File: src/rtl/shift_sched.sv
// shift_sched -- two-requester parallel-to-serial transfer scheduler.
//
// Two requesters each present a WIDTH-bit word. A round-robin arbiter picks
// one in IDLE. Its word is captured into a shift register and sent out LSB
// first on sout_o, qualified by sen_o. One DONE cycle follows each transfer.
//
// Handshake: a requester raises req and holds its data stable until the
// matching ack pulses for one cycle. That ack cycle is also the cycle of the
// first serial bit. Requests raised while busy stay pending and are
// arbitrated in the next IDLE cycle.
//
// Optional feature: define SHIFT_SCHED_PARITY_EN to append an even-parity bit
// after the data bits. The parity is the XOR of the captured word.
//
// Ports:
//   clk160_i          clock, rising edge
//   rst_i             asynchronous active-high reset
//   req0_i / data0_i  requester 0 request and parallel word
//   req1_i / data1_i  requester 1 request and parallel word
//   ack0_o / ack1_o   one-cycle accept pulses
//   grant_o           index of the requester owning the current transfer
//   sen_o / sout_o    serial enable and serial data (LSB first)
//   busy_o            high in SHIFT and DONE
//   done_o            one-cycle pulse after the last bit
//   state_o           FSM state for debug (0 IDLE, 1 SHIFT, 2 DONE)
module shift_sched #(
  parameter int WIDTH = 5
) (
  input  logic             clk160_i,
  input  logic             rst_i,
  input  logic             req0_i,
  input  logic [WIDTH-1:0] data0_i,
  input  logic             req1_i,
  input  logic [WIDTH-1:0] data1_i,
  output logic             ack0_o,
  output logic             ack1_o,
  output logic             grant_o,
  output logic             sen_o,
  output logic             sout_o,
  output logic             busy_o,
  output logic             done_o,
  output logic [1:0]       state_o
);

  // The counter must reach WIDTH when the parity bit is appended.
  localparam int CW = $clog2(WIDTH + 2);
`ifdef SHIFT_SCHED_PARITY_EN
  localparam int LAST = WIDTH;
`else
  localparam int LAST = WIDTH - 1;
`endif
  localparam logic [CW-1:0] LAST_CNT = CW'(LAST);

  typedef enum logic [1:0] {
    IDLE  = 2'd0,
    SHIFT = 2'd1,
    DONE  = 2'd2
  } state_t;

  state_t           state_q, state_d;
  logic [WIDTH-1:0] shreg_q;
  logic [CW-1:0]    cnt_q;
  logic             last_q;   // requester granted most recently
  logic             grant_q;
  logic             ack0_q, ack1_q;
`ifdef SHIFT_SCHED_PARITY_EN
  logic             par_q;
`endif

  logic             any_req;
  logic             win;
  logic [WIDTH-1:0] win_word;
  logic             accept;

  // On contention, the requester that did not win last time is chosen.
  // A single requester always wins.
  assign any_req  = req0_i | req1_i;
  assign win      = (req0_i & req1_i) ? ~last_q : req1_i;
  assign win_word = win ? data1_i : data0_i;
  assign accept   = (state_q == IDLE) && any_req;

  always_ff @(posedge clk160_i or posedge rst_i) begin
    if (rst_i) begin
      state_q <= IDLE;
    end else begin
      state_q <= state_d;
    end
  end

  always_comb begin
    state_d = state_q;
    sen_o   = 1'b0;
    sout_o  = 1'b0;
    busy_o  = 1'b0;
    done_o  = 1'b0;
    case (state_q)
      IDLE: begin
        if (any_req) state_d = SHIFT;
      end
      SHIFT: begin
        busy_o = 1'b1;
        sen_o  = 1'b1;
`ifdef SHIFT_SCHED_PARITY_EN
        // The last SHIFT cycle carries the parity bit instead of data.
        sout_o = (cnt_q == CW'(WIDTH)) ? par_q : shreg_q[0];
`else
        sout_o = shreg_q[0];
`endif
        if (cnt_q == LAST_CNT) state_d = DONE;
      end
      DONE: begin
        busy_o  = 1'b1;
        done_o  = 1'b1;
        state_d = IDLE;
      end
      default: state_d = IDLE;
    endcase
  end

  always_ff @(posedge clk160_i or posedge rst_i) begin
    if (rst_i) begin
      shreg_q <= '0;
      cnt_q   <= '0;
      last_q  <= 1'b1;   // so requester 0 wins the first contention
      grant_q <= 1'b0;
      ack0_q  <= 1'b0;
      ack1_q  <= 1'b0;
`ifdef SHIFT_SCHED_PARITY_EN
      par_q   <= 1'b0;
`endif
    end else begin
      ack0_q <= 1'b0;
      ack1_q <= 1'b0;
      if (accept) begin
        shreg_q <= win_word;
        cnt_q   <= '0;
        grant_q <= win;
        last_q  <= win;
        ack0_q  <= ~win;
        ack1_q  <= win;
`ifdef SHIFT_SCHED_PARITY_EN
        par_q   <= ^win_word;
`endif
      end else if (state_q == SHIFT) begin
        shreg_q <= shreg_q >> 1;
        cnt_q   <= cnt_q + CW'(1);
      end
    end
  end

  assign ack0_o  = ack0_q;
  assign ack1_o  = ack1_q;
  assign grant_o = grant_q;
  assign state_o = state_q;

endmodule
File: config.mk
export PLATFORM = sky130hd
export DESIGN_NAME = shift_sched
export DESIGN_NICKNAME = d
export VERILOG_FILES = /design/src/rtl/shift_sched.sv
export SDC_FILE = /design/constraint.sdc
export NUM_CORES = 1
export LEC_CHECK = 0
export BUFFER_PORTS_ARGS = -buffer_cell sky130_fd_sc_hd__clkbuf_2
export CORE_ASPECT_RATIO = 0.75
export CORE_MARGIN = 8
export CORE_UTILIZATION = 40
export CTS_CLUSTER_SIZE = 40
export DETAILED_ROUTE_END_ITERATION = 7
export PLACE_DENSITY_LB_ADDON = 0.3
export RECOVER_POWER = 100
export SKIP_CTS_REPAIR_TIMING = 1
export SYNTH_ARGS = -nofsm -noshare
export SYNTH_HDL_FRONTEND = slang
export SYNTH_SLANG_ARGS = --single-unit
File: constraint.sdc
create_clock -name clk160_i -period 1.7 [get_ports clk160_i]
set_input_delay 0.255 -clock clk160_i [delete_from_list [all_inputs] [get_ports clk160_i]]
set_output_delay 0.255 -clock clk160_i [all_outputs]
set_load 0.05 [all_outputs]
======== After elaboration in Yosys (flattened, before gate mapping) ========
Index checks and enable logic that the tools add are counted.
word-level totals
  output and inout port bits .............. 9
  memories ................................ 0
  logic and storage cells ................. 37
  flip-flop bits (word level) ............. 14
  bits in read-only memories .............. 0
  latch bits .............................. 0
  bits of input ports ..................... 14
  memory bits (writable) .................. 0
operators by class
  reduce and logical (&&, ||, !) cells .... 5
  shift operators ......................... 0
  multiply operators ...................... 0
  bitwise operators ....................... 4
  magnitude comparators ................... 0
  $add $sub $neg .......................... 1
  equal/unequal tests ..................... 5
  divide/modulo/power cells ............... 0
  muxes and demuxes ....................... 15
operators with widths
  operator                                              number
  two-way mux 5 bit                                     3
  two-way mux 1 bit                                     7
  two-way mux 3 bit                                     2
  two-way mux 2 bit                                     2
  inequality test 2 bit (second input constant)         2
  case mux 2 bit (2 select lines)                       1
  adder 3 x 1 -> 3 bit (second input constant)          1
  equality test 3 bit (second input constant)           1
  equality test 2 x 1 -> 1 bit (second input constant)  1
  equality test 2 bit (second input constant)           1
  zero test 2 bit                                       1
  inverter 1 bit                                        2
  AND reduction 2 bit                                   1
  nonzero test 2 bit                                    1
  OR reduction 2 bit                                    1
  AND 1 bit                                             1
  logical AND 1 bit                                     1
  OR 1 bit                                              1

======== Logic depth before layout (Yosys ltp) ========
  depth in word-level cells ............... 4
  gate-level depth with buffers ........... 6
  mapped depth without buffers ............ 5

======== Least setup slack after synthesis ========
OpenSTA, ideal clock, no wires.
  kind .................................... register to output
  start ................................... register state_q[1] (netlist: state_o[1])
  end ..................................... output sout_o
  setup slack ............................. -0.457 ns
  cell stages (with the launch flop) ...... 5
  data required time ...................... 1.445 ns
  buffers on the path ..................... 1
  arrival ................................. 1.902 ns
  path through ............................ dfrtp_1 > inv_1 > ha_1 > buf_4 > and2_1
on the way
  longest elaborated chain between the ends .. 2
ends and longest elaborated chain
  element                       line  source
  from (decl)                   60    state_t state_q, state_d;
  from (signal assigned)        86    state_q <= state_d;
  equality test 2 x 1 -> 1 bit  96    case (state_q)
  two-way mux 1 bit             96
  to (decl)                     39    output logic sout_o,
Every way passes these cells.

======== Final worst setup path ========
Same ends and word-level chain as after synthesis.

==> flow_summary.yaml <==
status:
  status: "complete, but fails checks"
  violations: "negative hold slack"
floorplanning:
  initial_core_util_pct: 43.40
  io_pins: 23
  die_w_microns: 66.65
  core_area_sq_um: 1773
  dieHeight_microns: 53.99
  rows: 13
  dieArea_sq_um: 3598
logic_synthesis:
  ys_types: 30
  yosysTopAreaCell: "dfrtp_1"
  ys_ff_latch: 14
  yosys_warnings: 0
  syn_inst: 75
  synth.area.top_cells: "dfrtp_1, ha_1, dfstp_2"
  yosysSeqAreaShare_pct: 45.69
  syn_nets: 95
  yosysTopAreaCellShare_pct: 42.28
  synth.avg_cell_area_sq_um: 10.26
  synth.cell_area_sq_um: 769.5
clock_network:
  clockRootBuffer: "clkbuf_4"
  cts_tree: "yes"
  path_clk_slew_ns: 0.08
  htree_levels: 1
  cts_sinks: 14
  clk_path_buf_depth: 2
  cts_buffers: 3
  clk_latency_ns: 0.28
placed_design:
  pre_cts_ws_ns: 0.2465
  gp_congestion: 0.8300
  dp.cells: 118
  port-buffer-count: 22
  hpwlAfterDp_microns: 1367
worst_setup_path:
  crit_required_ns: 1.44
  cp-end-kind: "output pin"
  worst_path_max_delay_cell: "dfrtp_2"
  crit_chain: "inv_2, ha_4, and2_2, buf_4"
  crit_path_max_incr_delay_ns: 0.43
  crit_family: "flip-flops"
  worst_ep_arrival_time_ns: 1.36
  worstPathMaxFanout: 11
  crit_type: "reg -> out"
  start_kind: "flip-flop"
  crit_buf_inv: 2
final_layout:
  mostFrequentLayoutCells: "clkbuf_2, dfrtp_1, clkbuf_1"
  layout.nets: 121
  antenna_cells: 0
  drive_above_1_share_pct: 27.00
  num-fill-cells: 180
  areaGrowthSynthToFinish_pct: 20.65
  stdcell_count: 122
  final_common_cell: "clkbuf_2"
power_and_ir_drop:
  power_density_nw_per_um2: 2100
  leakagePower_uw: 0.0004367
  peakVddDrop_v: 0.001056
sta:
  setup_viol: 0
  finalMaxSlewViolations: 0
  setup_slack_ns: 0.08486
  tightest_slew_ns: 0.6088
  holdWs_ns: -0.009116
  finClkSkew_ns: 0.002307
  relSlewSlack_pct: 59.58
  max_freq_mhz: 619.1
  rsz0062_at_grt: "no"
  hold_violations: 13
  period_share_pct: 95.01
  layout_min_cycle_time_ns: 1.615
grt:
  grt_max_degree: 15
  grt_usage_pct: 10.54
  grt_pass1_wl_microns: 2939
  antenna_found_initial: 0
  overflow: 0
  grt_pass1_vias: 657
route:
  routedWlPerCell_microns: 14.17
  drtAntennaViolNets: 0
  dr.pass1.iters: 4
  routed_wl_microns: 1729
  vias: 636
  first_iter_violations: 13
  via_per_inst: 5.213
  drc: 0
flow_run:
  maxCapViolCount: 0
min_path:
  hold_class: "in -> async"
per-stage QoR:
step	TNS [ns]	utilization [%]	cell area [sq um]	total power, uW	hold WS (ns)
floorplan	-0.02059	-	789.5	1573	0.1434
global placement	0	51.94	920.9	1782	0.3091
detailed placement	0	51.94	920.9	1809	0.3149
CTS	-0.005156	53.42	947.2	2014	0.004459
global route	0	52.36	928.4	2101	0.03836
finish	0	52.36	928.4	1950	-0.009116
metal layers:
layer / vias to the layer above / track usage [%] / part of all wire [%]
li1: 316 / - / -
met1: 304 / 13.26 / 47
met2: 16 / 16.16 / 47
met3: 0 / 5.590 / 6.2
met4: 0 / 1.060 / 0
met5: - / 0 / 0
cells by family (layout without fill, tap and decap cells):
family	after synthesis	in the layout	synth area share (%)
AND/OR/NAND/NOR	21	21	14.31
AO/OA/AOI/OAI	19	19	18.21
flip-flops	14	14	45.69
buffers and inverters	10	35	5.692
adder cells (fa/ha/maj)	6	6	9.756
multiplexers	3	3	4.065
XOR/XNOR	2	2	2.277
path summary, 6_finish.rpt:
check                           start          to  slack [ns]  cells past startpoint
hold reg to reg               grant_o     grant_o        0.48                      1
min in group clk160_i      data1_i[0]  shreg_q[0]        0.23                      3
hold / removal                  rst_i     grant_o      -0.009                      2
setup reg to reg           state_o[1]  state_o[1]        0.09                      5
max in group asynchronous       rst_i  state_o[1]        1.31                      2
setup / recovery           state_o[1]      sout_o        0.08                      4
cells in the mapped netlist (all sizes together):
| cell | instances |
|---|---|
| xnor2 | 1 |
| xor2 | 1 |
| o21ai | 6 |
| buf | 3 |
| nand4b | 1 |
| nand2 | 2 |
| nand4 | 3 |
| ha | 6 |
| mux2i | 2 |
| inv | 7 |
| a31oi | 4 |
| a21oi | 2 |
| and2 | 2 |
| a32o | 1 |
| and3 | 1 |
| a21boi | 2 |
| dfstp | 1 |
| a21o | 1 |
| nand2b | 1 |
| nand3 | 4 |
| mux2 | 1 |
| nor2 | 4 |
| nor3 | 3 |
| o21a | 2 |
| a32oi | 1 |
| dfrtp | 13 |
power by group:
group          internal, uW  switching (uW)  total [uW]
logic                   364             793        1160
registers               494             103         597
clock network          91.1             105         196
flip-flops by register name (all words and copies together) (netlist names):
| name | flops |
|---|---|
| ack1_o | 1 |
| cnt_q | 3 |
| grant_o | 1 |
| ack0_o | 1 |
| shreg_q | 5 |
| last_q | 1 |
| state_o | 2 |
area by class of cell:
type / instances / area, sq um / share of cell area [%]
Inverter: 7 / 26.28 / 2.830
Sequential cell: 14 / 354.1 / 38.14
Multi-Input combinational cell: 51 / 380.4 / 40.97
Clock buffer: 4 / 26.28 / 2.830
Tap cell: 22 / 27.53 / 2.965
Timing Repair Buffer: 24 / 113.9 / 12.26
Note: power is estimated with default switching activity, not from simulation.
